<file path="src/rtl/arb_pkg.sv">
// Shared constants, FSM state encoding and the 3-to-8 one-hot decode for rr_arbiter8.
package arb_pkg;

  localparam int N            = 8;
  localparam int IDX_W        = 3;
  localparam int MAX_HOLD_DEF = 16;

  typedef enum logic {
    ST_IDLE  = 1'b0,
    ST_GRANT = 1'b1
  } arb_state_e;

  function automatic logic [N-1:0] dec3x8(input logic [IDX_W-1:0] idx);
    dec3x8      = '0;
    dec3x8[idx] = 1'b1;
  endfunction

endpackage

</file>
<file path="src/rtl/rr_pick.sv">
// Combinational round-robin pick: first set req bit searching from ptr+1 upward (mod 8),
// optionally ignoring one requester (the current owner).
module rr_pick
  import arb_pkg::*;
(
  input  logic [N-1:0]     req,
  input  logic [IDX_W-1:0] ptr,
  input  logic [IDX_W-1:0] mask_idx,
  input  logic             mask_en,
  output logic             found,
  output logic [IDX_W-1:0] idx
);

  logic [N-1:0]     w_masked;
  logic [N-1:0]     w_rot;
  logic [IDX_W-1:0] w_base;
  logic [IDX_W-1:0] w_off;

  always_comb begin
    w_masked = req & ~(mask_en ? dec3x8(mask_idx) : {N{1'b0}});
    w_base   = ptr + IDX_W'(1);
    w_rot    = '0;
    // w_rot[0] is the highest-priority candidate; index arithmetic wraps at IDX_W bits.
    for (int i = 0; i < N; i++) begin
      w_rot[i] = w_masked[w_base + IDX_W'(i)];
    end
    w_off = '0;
    for (int i = N - 1; i >= 0; i--) begin
      if (w_rot[i]) w_off = IDX_W'(i);
    end
    found = |w_rot;
    idx   = w_base + w_off;
  end

endmodule

</file>
<file path="config.mk">
export PLATFORM = sky130hd
export DESIGN_NAME = rr_pick
export DESIGN_NICKNAME = d
export VERILOG_FILES = /design/src/rtl/arb_pkg.sv /design/src/rtl/rr_pick.sv
export SDC_FILE = /design/constraint.sdc
export NUM_CORES = 1
export LEC_CHECK = 0
export ABC_AREA = 1
export ABC_CLOCK_PERIOD_IN_PS = 4000
export BUFFER_PORTS_ARGS = -buffer_cell sky130_fd_sc_hd__buf_4
export CAP_MARGIN = 20
export CORE_MARGIN = 2
export CORE_UTILIZATION = 28
export DETAILED_ROUTE_END_ITERATION = 10
export SKIP_LAST_GASP = 1
export SYNTH_ARGS = -nofsm -noshare
export SYNTH_HDL_FRONTEND = slang
export SYNTH_SLANG_ARGS = --single-unit
</file>
<file path="constraint.sdc">
create_clock -name vclk -period 4
set_clock_uncertainty 0.1 [all_clocks]
set_input_delay 0.4 -clock vclk [all_inputs]
set_output_delay 0.4 -clock vclk [all_outputs]
set_load 0.01 [all_outputs]
</file>
# Word level (Yosys, flattened, before mapping)
# Index checks and enable logic that the tools add are counted.
# Widths: inputs -> output; s select.
[op_classes]
mux = 27
shifts = 0
eq_ne = 0
n_div = 0
n_addsub = 9
bitwise = 2
mul = 0
n_reduce_logical = 2
magnitude_cmp = 10
[op_table]
columns = ["cell", "n"]
rows = [
  ["$lt 3x4->1 const B", 9],
  ["$bmux 1 s3", 8],
  ["$mux 3", 8],
  ["$add 3x3->3 const B", 4],
  ["$mux 1", 9],
  ["$and 8x8->8", 1],
  ["$mux 8", 1],
  ["$not 8->8", 1],
  ["$reduce_or 8->1", 1],
  ["$add 3x1->3 const B", 2],
  ["$add 3x2->3 const B", 2],
  ["$add 3x3->3", 1],
  ["$demux 1 s3", 1],
  ["$ge 3x1->1 const B", 1],
  ["$logic_and 1x1->1", 1],
]
[word_totals]
ff_bits = 0
memories = 0
inputBits = 15
ram_bits = 0
rom_bits = 0
word_cells = 50
latch_bits = 0
output_inout_bits = 4

# Longest topological paths before layout
# Gate-level depths: netlist of run 1.
[depth]
depth_word = 18
ltp_mapped = 20
mapped_depth_nobuf = 19

# Least setup slack after synthesis of run 1
# Ideal clock, no wire load.
[synth_path]
path_kind = "input-to-output"
start = "input port ptr[0]"
end = "output port idx[2]"
slack_ps = 740
arrival_time_ps = 2760
t_required_ps = 3500
n_path_buf = 2
cell_stages = 20
path_cell_list = "buf_6 clkinv_8 ha_1 clkbuf_8 xnor2_4 inv_2 nand3_1 nand3_1 nand2_1 nand2_1 nand2_1 nand2_1 nand2_1 nand2_1 a21oi_2 ha_1 fa_1 xnor2_1 nand3b_1 nand2_1"
[synth_between]
elab_chain_len = 13
elab_cells_between_ends = 33
cone_classes = "add/sub (9); mux (24)"
[synth_lines]
columns = ["element", "line_no", "rtl"]
rows = [
  ["start: declaration", "rr_pick.sv:7", "input logic [IDX_W-1:0] ptr,"],
  ["$add 3x1->3 (*)", "rr_pick.sv:21", "w_base = ptr + IDX_W'(1);"],
  ["$add 3x3->3", "rr_pick.sv:25", "w_rot[i] = w_masked[w_base + IDX_W'(i)];"],
  ["$bmux 1 s3", "rr_pick.sv:25", ""],
  ["$mux 1 (implied by the code)", "rr_pick.sv:25", ""],
  ["$mux 3 (8 in a row)", "rr_pick.sv:29", "if (w_rot[i]) w_off = IDX_W'(i);"],
  ["$add 3x3->3 (*)", "rr_pick.sv:32", "idx = w_base + w_off;"],
  ["end: declaration", "rr_pick.sv:11", "output logic [IDX_W-1:0] idx"],
]
# Mark *: on every way between the ends. The rest lies on a longest branch, timed or not. The select of a mux whose other input is x is not followed.

# Final worst setup path of run 1
# Ends and elaborated chain as after synthesis.

==> summary.txt, run 1 <==
DIE WIDTH - 54.20 um
Crit-path cells - buf_4 -> clkinv_8 -> ha_2 -> xnor2_4 -> inv_2 -> nand3_1 -> nand3_1 -> nand2_1 -> nand2_1 -> nand2_1 -> nand2_1 -> nand2_1 -> nand2_1 -> a21oi_2 -> ha_1 -> fa_1 -> xnor2_1 -> nand3b_1 -> nand2_1 -> buf_4
Critical Path End Type - output port
Worst hold path type - in -> out
Vias - 821
Worst path arrival time - 3130 ps
Hold Crit Depth - 4
Cell Pwr Density - 204.4 nW/um2
Vias in the first global route - 738
Area grow syn2layout - 22.34%
Register area - 0 um2
Worst Setup Start Kind - input port
Mapped Nets - 141
Min Tclk post-route - 3627 ps
Antenna Nets Post-Route - 0
Starting Density - 0.2901
Final worst path period share - 0.9068
Clkbuf count - 0
Cell taking the most area after synthesis - nand3_1
Gate power share - 1.000
First-iteration detailed-routing DRC count - 23
Final sequential cell count - 0
Outcome - finished, final reports clean
Die Footprint - 2938 um2
Netlist cell types - 23
Row count - 18
Final #Nets - 160
Register area share after synthesis - 0
Internal power - 76.65 uW
Headroom to the max-slew limit - 0.8251
Multi-input gate area - 618.1 um2
Switching part of the total - 0.5657
Most frequent CP cell - nand2_1
Count of final setup violators - 0
Vias per cell - 4.858
Least-Margin Pin Slew - 261.3 ps
Leak - 0.4648 nW
Total track usage - 0.1331
Post-CTS setup buffer count - 0
CP max stage cell - ha_2
RSZ-0062 raised after global routing - no
Initial antenna violation count - 0
DP HPWL - 1532 um
Worst-path maximum fanout - 11
Worst VDD drop - 100.1 uV
Worst Path Required - 3500 ps
Fill count - 280
Worst path max stage delay - 470 ps
F_max - 0.2757 GHz
Clock Power Share - 0
Setup Crit Path Kind - in -> out
Post-CTS sizing - 0
Placed cell area - 860.8 um2
Die height - 54.20 um
First-pass GRT wire length - 2967 um
Final setup TNS - 0 ps
Io pins - 19
Max Transition Viols Final - 0
Final Cell Area - 863.3 um2
Reg power frac - 0
Ant. Diodes - 0
1st-pass router iterations - 4
DRT Wirelength - 1762 um
Main area contributors after synthesis - nand3_1, nand2_1, xnor2_4, inv_1, ha_1
Placer congestion estimate - 0.7837
MaxCap Viol Count - 0
Core area - 2432 um2
Largest net degree at the start of global routing - 12
Final Hold Fails - 0
Top cell type's share of synthesized area - 0.2553
DR DRC count - 0
Post-CTS Hold Fix Bufs - 0
I/O Buffers - 19
Total grt overflow - 0
Syn_area_per_cell - 5.784 um2
Fraction of layout cells with a size suffix above 1 - 0.2590
Net Switching - 99.85 uW
Cell area after synthesis - 705.7 um2
Synth Warn # - 0
Post-DR wirelength/cell - 10.43 um
Synthesized instance count - 122
==> cell usage in the layout (no fill, tap or decap), types with 2 or more instances in the layout <==
| cell type | synthesis | layout |
|---|---|---|
| nand2_1 | 44 | 44 |
| nand3_1 | 36 | 36 |
| buf_4 | 0 | 19 |
| inv_1 | 11 | 11 |
| nor2_1 | 5 | 5 |
| nand2_2 | 4 | 4 |
| xnor2_4 | 2 | 2 |
| inv_2 | 2 | 2 |
| ha_1 | 3 | 2 |
==> final cells by class <==
class	count	area share
inverters	14	0.07536
repair buffers	19	0.1652
well taps	30	0.04348
multi-input cells	106	0.7159
==> power by group through the flow <==
stage | clock (mW) | sequential [mW] | combinational (mW)
floorplan | 0 | 0 | 0.130
global placement | 0 | 0 | 0.172
detailed placement | 0 | 0 | 0.176
CTS | 0 | 0 | 0.176
global route | 0 | 0 | 0.199
finish | 0 | 0 | 0.176
==> path summary, 6_finish.rpt <==
kind | start | slack, ps | end
hold / removal | ptr[0] | 1200 | idx[0]
setup / recovery | ptr[0] | 370 | idx[2]
==> per-stage QoR <==
step,power (mW),utilization,setup WS (ps),cells,hold WS (ps)
after detailed placement,0.1757,0.3539,253.8,169,1211
final,0.1765,0.3549,372.7,169,1204
after floorplan,0.1305,-,739.6,122,1058
after global routing,0.1994,0.3549,52.19,169,1239
after global placement,0.1720,0.3539,323.3,169,1213
after CTS,0.1761,0.3539,251.0,169,1212
==> metal layers <==
| metal | vias up | GRT usage | share of wire |
|---|---|---|---|
| met2 | 25 | 0.2369 | 0.50 |
| met4 | 0 | 0.02083 | 0 |
| met3 | 0 | 0 | 0.072 |
| met5 | - | 0 | 0 |
| met1 | 367 | 0.1818 | 0.43 |
| li1 | 429 | - | - |
==> logic make-up after synthesis <==
kind of cell / share of synthesized area
xor+xnor: 0.1135
fa+ha+maj: 0.08157
simple gates: 0.6472
buf+inv: 0.1277
compound gates: 0.03014
==> critical path, delay by kind of cell <==
kind                       cells  cell delay, ps
AOI/OAI and AO/OA              1              50
xor gates and xnor gates       2             330
adders and majority gates      3            1030
buffers and inverters          4             530
and+or+nand+nor               10             790
==> Yosys cell counts (all sizes together) <==
cell / n
nand2: 49
clkbuf: 1
clkinv: 1
fa: 1
o21a: 1
nor2: 6
buf: 1
nand3b: 2
nand3: 36
inv: 13
and2: 1
xor2: 1
ha: 3
xnor2: 3
a21oi: 2
or2: 1
Power figures use the tool's default switching activity.
==> inputs of run 2 (changes only) <==
- ABC_CLOCK_PERIOD_IN_PS: 4000 -> 4430
- SKIP_LAST_GASP: 1 -> not set
- clock period: 4 -> 4.43 ns (I/O delays scaled with it)
==> run 2 against run 1 <==
- utilization shrank 0.10 points
- first-iteration DRC count is 17% lower
- critical path depth did not move
- combinational power shrank 12%
- non-clock buffer count stayed put
- wire length down 9.8%
- flip-flop and latch count unchanged
- worst hold slack improved by 98 ps
- worst setup slack better by 250 ps
- cell count did not move
- largest power group unchanged
- largest cell class unchanged
- die area stayed put
==> summary.txt, run 2 (synthesis gave the netlist of run 1 again) <==
DR DRC count - 0 (unchanged)
Io pins - 19 (unchanged)
Placer congestion estimate - 0.8310 (was 0.7837)
Ant. Diodes - 0 (unchanged)
Fin util - 0.3539 (was 0.3549)
1st-pass router iterations - 4 (unchanged)
Commonest non-fill, non-tap cells in the layout - nand2_1, nand3_1, buf_4, inv_1, nor2_1 (unchanged)
Post-CTS setup buffer count - 0 (unchanged)
Vias in the first global route - 691 (was 738)
Final Hold Fails - 0 (unchanged)
Vias per cell - 4.710 (was 4.858)
Hold path startpoint - ptr[0] (unchanged)
I/O Buffers - 19 (unchanged)
Worst Path Required - 3890 ps (was 3500 ps)
Worst VDD drop - 68.74 uV (was 100.1 uV)
Final setup TNS - 0 ps (unchanged)
Worst path arrival time - 3260 ps (was 3130 ps)
Least-Margin Pin Slew - 413.2 ps (was 261.3 ps)
Count of final setup violators - 0 (unchanged)
Starting Density - 0.2901 (unchanged)
Row count - 18 (unchanged)
MaxCap Viol Count - 0 (unchanged)
Final sequential cell count - 0 (unchanged)
Final #Nets - 160 (unchanged)
Worst-path maximum fanout - 11 (unchanged)
Place WS - 626.5 ps (was 253.8 ps)
Min-Delay Endpoint - idx[0] (unchanged)
Total grt overflow - 0 (unchanged)
DIE WIDTH - 54.20 um (unchanged)
F_max - 0.2628 GHz
Hold Crit Depth - 4 (unchanged)
Fraction of layout cells with a size suffix above 1 - 0.2518 (was 0.2590)
RSZ-0062 raised after global routing - no (unchanged)
DP HPWL - 1430 um (was 1532 um)
Worst hold path type - in -> out (unchanged)
Max Transition Viols Final - 0 (unchanged)
Core area - 2432 um2 (unchanged)
First-iteration detailed-routing DRC count - 19 (was 23)
Fill count - 277 (was 280)
First-pass GRT wire length - 2822 um (was 2967 um)
Outcome - finished, final reports clean (unchanged)
Die Footprint - 2938 um2 (unchanged)
Setup WS post-layout - 625.5 ps (was 372.7 ps)
Worst Setup Start Kind - input port (unchanged)
Area grow syn2layout - 21.99% (was 22.34%)
Headroom to the max-slew limit - 0.7246 (was 0.8251)
Antenna Nets Post-Route - 0 (unchanged)
Vias - 796 (was 821)
DRT Wirelength - 1589 um (was 1762 um)
Die height - 54.20 um (unchanged)
Min Tclk post-route - 3804 ps
Leak - 0.4664 nW (was 0.4648 nW)
Post-CTS sizing - 0 (unchanged)
Setup Crit Path Kind - in -> out (unchanged)
Initial antenna violation count - 0 (unchanged)
Post-CTS Hold Fix Bufs - 0 (unchanged)
Final worst path period share - 0.8588
Largest net degree at the start of global routing - 12 (unchanged)
Clkbuf count - 0 (unchanged)
Cell Pwr Density - 179.5 nW/um2 (was 204.4 nW/um2)
Critical Path End Type - output port (unchanged)
Register area - 0 um2 (unchanged)
Total track usage - 0.1244 (was 0.1331)
Leading cell type in the layout, fill and taps excluded - nand2_1 (unchanged)
Post-DR wirelength/cell - 9.402 um (was 10.43 um)
[run 2: cell counts in the layout (fill, tap and decap cells not counted)]
No cell type changed its count.
[run 2: layer usage]
layer,vias up,share of wire,global-route usage,wire length (um)
met2,19,0.51,0.2309,816
met5,-,0,0,0
met3,0,0.028,0,45
met1,346,0.46,0.1697,727
met4,0,0,0,0
li1,431,-,-,-
[run 2: final cells by class]
| type | count | area, um2 | area share |
|---|---|---|---|
| timing repair buffer | 19 | 142.6 | 0.1657 |
| inverter | 14 | 65.06 | 0.07558 |
| multi-input combinational | 106 | 615.6 | 0.7151 |
| tap | 30 | 37.54 | 0.04360 |
[run 2: power by group]
group	internal [mW]	switching (mW)
Clock	0	0
Sequential	0	0
Combinational	0.0685	0.0860
[run 2: stage by stage]
stage          power, mW  hold slack [ps]  area (um2)  cells
6_report          0.1545             1302       860.8    169
5_1_grt           0.1772             1339       860.8    169
3_3_place_gp      0.1540             1299       860.8    169
2_1_floorplan     0.1178             1144       705.7    122
4_1_cts           0.1562             1307       860.8    169
3_5_place_dp      0.1554             1307       860.8    169
[run 2: worst max-delay path, stage by stage]
cell and delay (ps):
buf_4 210, clkinv_8 100, ha_1 550, inv_1 210
nand3_1 130, nand2_1 80, nand2_1 80, nand2_2 70
nand2_1 60, nand2_1 40, nand2_1 50, nand2_1 50
nand2_1 70, a21oi_2 50, ha_1 180, fa_1 370
xnor2_1 200, nand3b_1 130, nand2_1 50, buf_4 130
[run 2: worst max-delay path by stage]
stage	start	end	slack (ps)	depth (start not counted)
3_3_place_gp	ptr[0]	idx[2]	650	20
5_1_grt	ptr[0]	idx[2]	380	20
6_report	ptr[0]	idx[2]	630	20
4_1_cts	ptr[0]	idx[2]	610	20
3_5_place_dp	ptr[0]	idx[2]	630	20
2_1_floorplan	ptr[0]	idx[2]	1080	20
